==> config.mk <==
export PLATFORM = sky130hd
export DESIGN_NAME = wei_data_dispatch_flat
export DESIGN_NICKNAME = d
export VERILOG_FILES = /design/src/rtl/wei_disp_pkg.sv /design/src/rtl/wei_data_dispatch_if.sv /design/src/rtl/wei_disp_fifo.sv /design/src/rtl/wei_data_dispatch.sv /design/src/flat_wrapper.sv
export SDC_FILE = /design/constraint.sdc
export NUM_CORES = 1
export LEC_CHECK = 0
export CAP_MARGIN = 20
export CORE_MARGIN = 3
export CORE_UTILIZATION = 40
export DETAILED_ROUTE_END_ITERATION = 6
export PLACE_DENSITY = 0.73
export SKIP_LAST_GASP = 1
export SYNTH_ARGS = -nofsm -noshare
export SYNTH_HDL_FRONTEND = slang
export SYNTH_SLANG_ARGS = --single-unit
export TNS_END_PERCENT = 1
==> constraint.sdc <==
create_clock -name clk -period 28.3 [get_ports clk]
set_input_delay 8.49 -clock clk [delete_from_list [all_inputs] [get_ports clk]]
set_output_delay 8.49 -clock clk [all_outputs]
set_load 0.01 [all_outputs]
==> src/rtl/wei_disp_pkg.sv <==
// Shared types and constants for the weight-data dispatch stage.
// No logic: FSM encoding, tag field widths and the tagged-entry layout.
// Entries are {data, tag}, where the tag occupies the low TAG_W bits.
package wei_disp_pkg;

  typedef enum logic [1:0] {
    IDLE  = 2'b00,
    RUN   = 2'b01,
    DRAIN = 2'b11
  } disp_state_e;

  localparam int PEB_IDX_W = 4;
  localparam int PE_IDX_W  = 5;
  localparam int TYPE_W    = 3;
  localparam int TAG_W     = PEB_IDX_W + PE_IDX_W + TYPE_W;

  // Tag captured alongside each weight word
  typedef struct packed {
    logic [PEB_IDX_W-1:0] peb;
    logic [PE_IDX_W-1:0]  pe;
    logic [TYPE_W-1:0]    dtype;
  } wei_tag_t;

  // Width of one buffered entry for a given SRAM word width
  function automatic int entry_w(input int port_width);
    return port_width + TAG_W;
  endfunction

endpackage

==> src/rtl/wei_data_dispatch_if.sv <==
// PE-block side bundle of the dispatch stage: one-hot valid, per-PEB ready, head word and tags.
// No latency of its own; plain wires.
// The master drives valid/data and the slave returns ready; valid never waits on ready.
interface wei_data_dispatch_if
  import wei_disp_pkg::*;
#(
  parameter int PORT_WIDTH = 128,
  parameter int NUM_PEB    = 16
);
  logic [NUM_PEB-1:0]    GBWEI_data_val_all;
  logic [NUM_PEB-1:0]    PEGB_data_rdy_all;
  logic [PORT_WIDTH-1:0] GBWEI_data;
  logic [PE_IDX_W-1:0]   GBWEI_pe_idx;
  logic [TYPE_W-1:0]     GBWEI_data_type;

  modport master (
    output GBWEI_data_val_all, GBWEI_data, GBWEI_pe_idx, GBWEI_data_type,
    input  PEGB_data_rdy_all
  );

  modport slave (
    input  GBWEI_data_val_all, GBWEI_data, GBWEI_pe_idx, GBWEI_data_type,
    output PEGB_data_rdy_all
  );
endinterface

==> src/rtl/wei_disp_fifo.sv <==
// Synchronous FIFO with flush, occupancy count and same-cycle push/pop.
// Latency: a pushed entry is visible at the head the cycle after the push.
// Backpressure: a push while full is ignored unless a pop happens in the same cycle.
module wei_disp_fifo #(
  parameter int DW    = 140,
  parameter int DEPTH = 4,
  localparam int CW   = $clog2(DEPTH) + 1
) (
  input  logic          clk,
  input  logic          rst_n,
  input  logic          i_flush,
  input  logic          i_push,
  input  logic [DW-1:0] i_dat,
  input  logic          i_pop,
  output logic [DW-1:0] o_head,
  output logic          o_empty,
  output logic          o_full,
  output logic [CW-1:0] o_count
);

  logic [DW-1:0] r_mem [DEPTH];
  logic [CW-1:0] r_wptr;
  logic [CW-1:0] r_rptr;
  logic          w_wr;
  logic          w_rd;

  // Pointers carry one extra MSB so full and empty differ only in that bit
  assign o_empty = (r_wptr == r_rptr);
  assign o_full  = (r_wptr[CW-1] != r_rptr[CW-1]) && (r_wptr[CW-2:0] == r_rptr[CW-2:0]);
  assign o_count = r_wptr - r_rptr;
  assign o_head  = r_mem[r_rptr[CW-2:0]];
  assign w_rd    = i_pop && !o_empty && !i_flush;
  assign w_wr    = i_push && (!o_full || w_rd) && !i_flush;

  // Pointer update; flush drops every entry at once
  always_ff @(posedge clk or negedge rst_n) begin
    if (!rst_n) begin
      r_wptr <= '0;
      r_rptr <= '0;
    end else if (i_flush) begin
      r_wptr <= '0;
      r_rptr <= '0;
    end else begin
      if (w_wr) r_wptr <= r_wptr + 1'b1;
      if (w_rd) r_rptr <= r_rptr + 1'b1;
    end
  end

  // Storage write; contents are only meaningful between the pointers
  always_ff @(posedge clk) begin
    if (w_wr) r_mem[r_wptr[CW-2:0]] <= i_dat;
  end

endmodule

==> src/rtl/wei_data_dispatch.sv <==
// Tags weight-SRAM read words with PEB/PE/type and delivers them to the addressed PE block.
// Latency: read_en at t, buffered at end of t+1, valid at t+2; one word per cycle sustained.
// Backpressure: per-PEB ready pops the head; credit drops when buffered + in-flight reach depth.
module wei_data_dispatch
  import wei_disp_pkg::*;
#(
  parameter int PORT_WIDTH = 128,
  parameter int NUM_PEB    = 16,
  parameter int PE_NUM     = 27,
  parameter int FIFO_DEPTH = 4
) (
  input  logic                  clk,
  input  logic                  rst_n,
  input  logic                  SRAM_config_start,
  input  logic                  WeiData_read_en,
  input  logic [PEB_IDX_W-1:0]  Which_PEB_to_PE,
  input  logic [PE_IDX_W-1:0]   Which_PE_to_PE,
  input  logic [TYPE_W-1:0]     data_type,
  input  logic                  read_SRAM_done,
  input  logic [PORT_WIDTH-1:0] WeiData_rdata,
  wei_data_dispatch_if.master   pe_if,
  output logic                  Wei_credit_ok,
  output logic                  dispatch_done,
  output logic                  dispatch_err
);

  localparam int EW = entry_w(PORT_WIDTH);
  localparam int CW = $clog2(FIFO_DEPTH) + 1;
  localparam logic [PEB_IDX_W:0] LP_NUM_PEB = (PEB_IDX_W + 1)'(NUM_PEB);
  localparam logic [CW:0]        LP_DEPTH   = (CW + 1)'(FIFO_DEPTH);

  // Configurations the index fields or the FIFO pointers cannot represent are rejected
  if (PE_NUM > (1 << PE_IDX_W) || NUM_PEB > (1 << PEB_IDX_W) ||
      FIFO_DEPTH < 2 || (FIFO_DEPTH & (FIFO_DEPTH - 1)) != 0) begin : g_cfg_err
    $error("wei_data_dispatch: unsupported parameter set");
  end

  disp_state_e         r_state;
  disp_state_e         w_state_nxt;
  logic                r_inflight;
  wei_tag_t            r_tag;
  logic                r_err;
  logic [EW-1:0]       w_head;
  wei_tag_t            w_head_tag;
  logic                w_empty;
  logic                w_full;
  logic [CW-1:0]       w_count;
  logic                w_push;
  logic                w_pop;
  logic                w_active;
  logic                w_bad;
  logic                w_rdy_sel;
  logic                w_ovf;
  logic [NUM_PEB-1:0]  w_onehot;

  assign w_head_tag = w_head[TAG_W-1:0];
  assign w_active   = (r_state != IDLE);
  assign w_bad      = ({1'b0, w_head_tag.peb} >= LP_NUM_PEB);
  assign w_push     = r_inflight && !SRAM_config_start;
  assign w_rdy_sel  = |(w_onehot & pe_if.PEGB_data_rdy_all);
  // A bad-index head is discarded without ever raising a valid bit
  assign w_pop      = !w_empty && w_active && (w_bad || w_rdy_sel) && !SRAM_config_start;
  assign w_ovf      = w_push && w_full && !w_pop;

  assign pe_if.GBWEI_data_val_all = (!w_empty && w_active && !w_bad) ? w_onehot : '0;
  assign pe_if.GBWEI_data         = w_empty ? '0 : w_head[EW-1:TAG_W];
  assign pe_if.GBWEI_pe_idx       = w_empty ? '0 : w_head_tag.pe;
  assign pe_if.GBWEI_data_type    = w_empty ? '0 : w_head_tag.dtype;
  assign Wei_credit_ok = ({1'b0, w_count} + {{CW{1'b0}}, r_inflight}) < LP_DEPTH;
  assign dispatch_err  = r_err;

  wei_disp_fifo #(
    .DW    (EW),
    .DEPTH (FIFO_DEPTH)
  ) u_fifo (
    .clk     (clk),
    .rst_n   (rst_n),
    .i_flush (SRAM_config_start),
    .i_push  (w_push),
    .i_dat   ({WeiData_rdata, r_tag}),
    .i_pop   (w_pop),
    .o_head  (w_head),
    .o_empty (w_empty),
    .o_full  (w_full),
    .o_count (w_count)
  );

  // Decode the head PEB into the one-hot valid pattern
  always_comb begin
    w_onehot = '0;
    for (int i = 0; i < NUM_PEB; i++) begin
      w_onehot[i] = (w_head_tag.peb == PEB_IDX_W'(i));
    end
  end

  // Capture the tags on read_en; the matching rdata arrives one cycle later
  always_ff @(posedge clk or negedge rst_n) begin
    if (!rst_n) begin
      r_inflight <= 1'b0;
      r_tag      <= '0;
    end else if (SRAM_config_start) begin
      r_inflight <= 1'b0;
    end else begin
      r_inflight <= WeiData_read_en;
      if (WeiData_read_en) r_tag <= '{peb: Which_PEB_to_PE, pe: Which_PE_to_PE, dtype: data_type};
    end
  end

  // Sticky error: dropped word or discarded bad-index head; flush clears it
  always_ff @(posedge clk or negedge rst_n) begin
    if (!rst_n)                      r_err <= 1'b0;
    else if (SRAM_config_start)      r_err <= 1'b0;
    else if (w_ovf || (w_pop && w_bad)) r_err <= 1'b1;
  end

  // FSM state register
  always_ff @(posedge clk or negedge rst_n) begin
    if (!rst_n) r_state <= IDLE;
    else        r_state <= w_state_nxt;
  end

  // FSM next state and drain-complete pulse; flush overrides everything
  always_comb begin
    w_state_nxt   = r_state;
    dispatch_done = 1'b0;
    if (SRAM_config_start) begin
      w_state_nxt = IDLE;
    end else begin
      case (r_state)
        IDLE:    if (WeiData_read_en) w_state_nxt = RUN;
        RUN:     if (read_SRAM_done)  w_state_nxt = DRAIN;
        DRAIN: begin
          if (w_empty && !r_inflight) begin
            w_state_nxt   = IDLE;
            dispatch_done = 1'b1;
          end
        end
        default: w_state_nxt = IDLE;
      endcase
    end
  end

endmodule
==> src/flat_wrapper.sv <==
// flat-port wrapper written by rule: the top's interface ports become plain ports
module wei_data_dispatch_flat import wei_disp_pkg::*;
#(
  parameter int PORT_WIDTH = 128,
  parameter int NUM_PEB    = 16,
  parameter int PE_NUM     = 27,
  parameter int FIFO_DEPTH = 4
)
  (clk, rst_n, SRAM_config_start, WeiData_read_en, Which_PEB_to_PE, Which_PE_to_PE, data_type, read_SRAM_done, WeiData_rdata, Wei_credit_ok, dispatch_done, dispatch_err, pe_if_GBWEI_data_val_all, pe_if_GBWEI_data, pe_if_GBWEI_pe_idx, pe_if_GBWEI_data_type, pe_if_PEGB_data_rdy_all);
  wei_data_dispatch_if #(.PORT_WIDTH(PORT_WIDTH), .NUM_PEB(NUM_PEB)) pe_if_i ();
  input  logic clk;
  input  logic rst_n;
  input  logic SRAM_config_start;
  input  logic WeiData_read_en;
  input  logic [PEB_IDX_W-1:0] Which_PEB_to_PE;
  input  logic [PE_IDX_W-1:0] Which_PE_to_PE;
  input  logic [TYPE_W-1:0] data_type;
  input  logic read_SRAM_done;
  input  logic [PORT_WIDTH-1:0] WeiData_rdata;
  output logic Wei_credit_ok;
  output logic dispatch_done;
  output logic dispatch_err;
  output wire logic [$bits(pe_if_i.GBWEI_data_val_all)-1:0] pe_if_GBWEI_data_val_all;
  output wire logic [$bits(pe_if_i.GBWEI_data)-1:0] pe_if_GBWEI_data;
  output wire logic [$bits(pe_if_i.GBWEI_pe_idx)-1:0] pe_if_GBWEI_pe_idx;
  output wire logic [$bits(pe_if_i.GBWEI_data_type)-1:0] pe_if_GBWEI_data_type;
  input wire logic [$bits(pe_if_i.PEGB_data_rdy_all)-1:0] pe_if_PEGB_data_rdy_all;
  assign pe_if_GBWEI_data_val_all = pe_if_i.GBWEI_data_val_all;
  assign pe_if_GBWEI_data = pe_if_i.GBWEI_data;
  assign pe_if_GBWEI_pe_idx = pe_if_i.GBWEI_pe_idx;
  assign pe_if_GBWEI_data_type = pe_if_i.GBWEI_data_type;
  assign pe_if_i.PEGB_data_rdy_all = pe_if_PEGB_data_rdy_all;
  wei_data_dispatch #(.PORT_WIDTH(PORT_WIDTH), .NUM_PEB(NUM_PEB), .PE_NUM(PE_NUM), .FIFO_DEPTH(FIFO_DEPTH)) u_core (.clk(clk), .rst_n(rst_n), .SRAM_config_start(SRAM_config_start), .WeiData_read_en(WeiData_read_en), .Which_PEB_to_PE(Which_PEB_to_PE), .Which_PE_to_PE(Which_PE_to_PE), .data_type(data_type), .read_SRAM_done(read_SRAM_done), .WeiData_rdata(WeiData_rdata), .pe_if(pe_if_i), .Wei_credit_ok(Wei_credit_ok), .dispatch_done(dispatch_done), .dispatch_err(dispatch_err));
endmodule
---- Word-level counts from Yosys, hierarchy flattened ----
Memory sizes are Yosys's and may differ from the RTL's.
Index checks and enable logic that the tools add are counted.
cells by class
  $add $sub $neg .......................... 4
  bitwise logic cells ..................... 2
  eq/ne operators ......................... 23
  reductions and logical operators ........ 27
  mux-type cells .......................... 21
  magnitude comparators ................... 1
operators by type and width
  operator                                                     count
  2-to-1 mux 128 bit                                           1
  == test 4 bit (second input constant)                        8
  bitwise AND 16 bit                                           1
  == test 4 x 3 -> 1 bit (second input constant)               4
  2-to-1 mux 16 bit                                            1
  OR reduction 16 bit                                          1
  2-to-1 mux 3 bit                                             5
  logical AND 1 bit                                            12
  == test 4 x 2 -> 1 bit (second input constant)               2
  2-to-1 mux 1 bit                                             8
  2-to-1 mux 2 bit                                             4
  nonzero test 2 bit                                           4
  adder 3 x 1 -> 3 bit (second input constant)                 2
  inequality test 3 bit (second input constant)                2
  one-hot mux 2 bit (3 select lines)                           1
  zero test 1 bit                                              5
  2-to-1 mux 5 bit                                             1
  adder 3 x 1 -> 4 bit                                         1
  == test 4 x 1 -> 1 bit (second input constant)               1
  zero test 4 bit                                              1
  less-than comparator 4 x 3 -> 1 bit (second input constant)  1
  == test 3 bit                                                1
  inequality test 3 x 2 -> 1 bit (second input constant)       1
  AND reduction 3 bit                                          1
  9 further kinds                                              9
word-level totals
  flip-flop bits (word level) ............. 22
  memories kept ........................... 1
  bits in writable memories ............... 560
  input bits .............................. 161
  word-level logic and storage cells ...... 87
memories
  name                 words  width  read ports  clocked after memory_dff  wr ports  RTL line             RTL
  u_core.u_fifo.r_mem  4      140    1           0                         1         wei_disp_fifo.sv:21  logic [DW-1:0] r_mem [DEPTH];

---- Longest topological paths before layout ----
An unclocked memory read counts as a cell.
  word-level depth ........................ 13
  depth in mapped cells ................... 11
  depth with buffers taken out ............ 7

---- Modules after synthesis ----
Synthesis repeated with hierarchy kept, for this count alone.
second synthesis, totals
  cell total of the unflattened synthesis .. 1042
  area, all modules ....................... 22565.4 µm²
modules (own cells, without submodules)
  module             cells an instance  area an instance (µm²)  instances  seq. area each (µm²)
  wei_disp_fifo      791                20664.8                 1          16966.3
  wei_data_dispatch  251                1900.6                  1          400.4

---- Worst setup path after synthesis ----
Ideal clock, no wire load.
  path kind ............................... in2reg
  start point ............................. input pe_if_PEGB_data_rdy_all[0]
  end point ............................... memory u_core.u_fifo.r_mem[0][0] (enable)
  path buffers ............................ 0
  arrival time ............................ 19.650 ns
  stages on the path ...................... 6
  path slack .............................. 7.810 ns
  data required time ...................... 27.460 ns
  setup time .............................. 0.840 ns
  path through ............................ or3b_1 -> a21oi_1 -> a31oi_1 -> a31oi_4 -> o21ai_2 -> nor3b_1
on the way
  longest elaborated chain between the ends .. 11
ends and longest elaborated chain
  item                                    RTL line                 RTL
  start: declaration                      flat_wrapper.sv:27       input wire logic [$bits(pe_if_i.PEGB_data_rdy_all)-1:0] pe_if_PEGB_data_rdy_all;
  bitwise AND 16 bit                      wei_data_dispatch.sv:60  assign w_rdy_sel = |(w_onehot & pe_if.PEGB_data_rdy_all);
  OR reduction 16 bit                     wei_data_dispatch.sv:60
  logical AND 1 bit (2 in a row)          wei_data_dispatch.sv:62  assign w_pop = !w_empty && w_active && (w_bad || w_rdy_sel) && !SRAM_config_start;
  logical AND 1 bit (2 in a row)          wei_disp_fifo.sv:32      assign w_rd = i_pop && !o_empty && !i_flush;
  logical OR 1 bit                        wei_disp_fifo.sv:33      assign w_wr = i_push && (!o_full || w_rd) && !i_flush;
  logical AND 1 bit (2 in a row)          wei_disp_fifo.sv:33
  2-to-1 mux 1 bit                        wei_disp_fifo.sv:51      if (w_wr) r_mem[r_wptr[CW-2:0]] <= i_dat;
  2-to-1 mux 1 bit (not written as such)  wei_disp_fifo.sv:51
  end: declaration                        wei_disp_fifo.sv:21
No other way between the ends.

---- Worst setup path in the final report ----
  start point ............................. input SRAM_config_start
  end point ............................... output dispatch_done
on the way
  longest elaborated chain between the ends .. 1
ends and longest elaborated chain
  item                RTL line                  RTL
  start: declaration  flat_wrapper.sv:13        input logic SRAM_config_start;
  2-to-1 mux 1 bit    wei_data_dispatch.sv:126  if (SRAM_config_start) begin
  end: declaration    flat_wrapper.sv:21        output logic dispatch_done;
No other way between the ends.

==> results.cfg <==
[global_routing]
overflow = 0
grt_antenna_before_repair = 3
grt_max_degree = 125
grt_pass1_vias = 12340
grt_pass1_wl_um = 73300
grt_usage_pct = 16.2

[worst_setup_path]
critPathBufInv = 2
cp_slowest_cell = clkdlybuf4s50_1
crit_fanout = 18
crit_chain = clkdlybuf4s50_1, nor3b_1, clkdlybuf4s50_1
cpPeakStageDelay_ns = 0.74
worst-path-stages = 3
path_common_cell = clkdlybuf4s50_1
crit_required_ns = 19.81
startpoint_type = input pin
cp-end-kind = primary output
worstPathArrival_ns = 10.15
reg2regPathDepth = 10
crit_family = buffers and inverters
critical_path_class = input pin to primary output
rr_startpoint = u_core.u_fifo.r_rptr[0]
crit_start = SRAM_config_start

[die]
dieHeight_um = 243
rows = 86
start_util_pct = 40.6
dieArea_um2 = 59000
die_x_um = 243
boundaryPins = 316
coreArea_um2 = 55300

[timing]
rsz0062_at_grt = false
fmax_mhz = 53.6
fin_crit_ns = 18.64
whs_ns = 0.503
tightest_slew_ns = 1.03
period_share_pct = 65.9
slew_headroom_pct = 31.0
final-hold-violation-count = 0
setup_viol = 0
fin_tns_setup_ns = 0
fin_skew_ns = 0.0206
timing.final.max_slew_violations = 0

[cts]
cts_hold_buf = 0
tritoncts = yes
clkLatencyLatePin_ns = 0.60
cts_max_level = 2
cts_resized = 0
cts_root_buffer = clkbuf_16
postCtsSetupBuffers = 0
clk_pin_slew_ns = 0.05
cts_buffer_depth = 3
cts.sinks = 582
numCtsBuffers = 59

[synth]
ys_ff_latch = 582
yosys_warnings = 0
yosys.area.top_type = edfxtp_1
synth_nets = 1197
synth_most_common_cell = edfxtp_1
netlist_area_um2 = 22500
synth-edff-count = 560
synthFlopType = edfxtp_1
avgSynthCellArea_um2 = 21.8
synth.area.top_cells = edfxtp_1 (75%), mux4_2 (14%), nor2b_1 (3.8%)
syn_inst = 1028
ys_types = 43
async_flop_share_pct = 3.78
synth_top_area_share_pct = 74.9
yosysSeqAreaShare_pct = 77.4
synth_common_cells = edfxtp_1 (560), mux4_2 (140), nor2b_1 (138)

[job]
cap_violations = 0

[cells_and_area]
drive_above_1_share_pct = 19.1
syn_to_final_growth_pct = 27.0
postLayoutCoreUtil_pct = 51.6
nets = 1540

[hold_path]
whs_path_depth = 0
hold_class = register to register
min_from = u_core.r_tag[1]

[drt]
route.detailed.drc = 0
vias = 11039
routed_wl_um = 47300
dr.pass1.iters = 5
drt_iter0_markers = 678
vias_per_cell = 5.09
avgRoutedWirePerCell_um = 21.8
ant_nets = 0

[power]
ir_worst_vdd_v = 0.0000640
p_leak_uw = 0.00887
power.density_nw_per_um2 = 68.5

[run_status]
status = completed

[placed_design]
io_buffer_count = 315
dpl.hpwl_um = 27100
gp_congestion = 0.763
[worst paths after layout]
| path | to | slack [ns] |
|---|---|---|
| max in group asynchronous | u_core.u_fifo.r_rptr[0] | 19.75 |
| max reg2reg | u_core.u_fifo.r_mem[0][44] | 22.33 |
| min in group asynchronous | u_core.r_tag[7] | 8.26 |
| min reg2reg | u_core.u_fifo.r_mem[0][1] | 0.50 |
| min | u_core.u_fifo.r_mem[0][1] | 0.50 |
| max | dispatch_done | 9.66 |
[metal layers]
| metal | share of wire [%] | routed length [um] | up-vias | GRT usage (%) |
|---|---|---|---|---|
| met1 | 39 | 18500 | 5774 | 19.9 |
| met3 | 7.3 | 3430 | 63 | 4.78 |
| li1 | - | - | 4871 | - |
| met4 | 1.8 | 848 | 2 | 3.76 |
| met5 | 0.027 | 13 | - | 0 |
| met2 | 52 | 24600 | 329 | 28.4 |
[area by class of cell]
class | instances | area, um^2
Antenna cell | 2 | 5.00
Clock buffer | 84 | 1670
Clock inverter | 26 | 318
Fill cell | 4430 | 26800
Inverter | 8 | 30.0
Multi-Input combinational cell | 386 | 4860
Sequential cell | 582 | 17400
Tap cell | 748 | 936
Timing Repair Buffer | 334 | 3320
[stage by stage]
step,power [uW],setup slack (ns),std cells,cell area (um^2)
final,1950,9.66,2170,28500
after global routing,2030,9.51,2168,28500
after CTS,1980,9.61,2168,28500
after detailed placement,1190,9.61,2058,26500
after global placement,1190,9.55,2058,26500
after floorplan,1080,7.81,1028,22500
[report_power, final]
part	switching [uW]	total (uW)	internal [uW]
registers	8.39	969	961
clock network	309	783	474
logic	92.5	200	108
total	410	1950	1540
[registers in the layout, indices dropped and copies added (netlist names)]
| register | cells |
|---|---|
| u_core.dispatch_err | 1 |
| u_core.r_inflight | 1 |
| u_core.r_state | 2 |
| u_core.r_tag | 12 |
| u_core.u_fifo.r_mem | 560 |
| u_core.u_fifo.r_rptr | 3 |
| u_core.u_fifo.r_wptr | 3 |
[cells by family after synthesis]
group | Yosys count | share of synthesized area [%]
and+or+nand+nor | 200 | 5.34
DFF | 582 | 77.4
AOI/OAI and AO/OA | 19 | 0.764
xor gates and xnor gates | 3 | 0.117
buffers and inverters | 60 | 1.10
muxes | 156 | 14.8
adders and majority gates | 8 | 0.479
[worst reg2reg max path: stages, from the launching register on]
cell and delay (ns):
dfrtp_4 0.83, buf_4 0.78, mux4_2 0.82, or3b_1 0.43, a21oi_1 0.13, a31oi_1 0.09
a31oi_4 0.35, o21ai_2 0.20, nor3b_2 0.27, buf_4 0.74, buf_4 0.94
[placed cells by master (no fill, tap or decap), types with 9 or more instances in the layout]
cell / instances
buf_4: 17
mux2_2: 12
nor2b_1: 138
nor2_1: 26
mux4_2: 140
clkbuf_16: 61
clkbuf_1: 17
clkdlybuf4s50_1: 315
edfxtp_1: 560
clkinv_1: 9
dfrtp_1: 20
(Power assumes the default switching activity.)
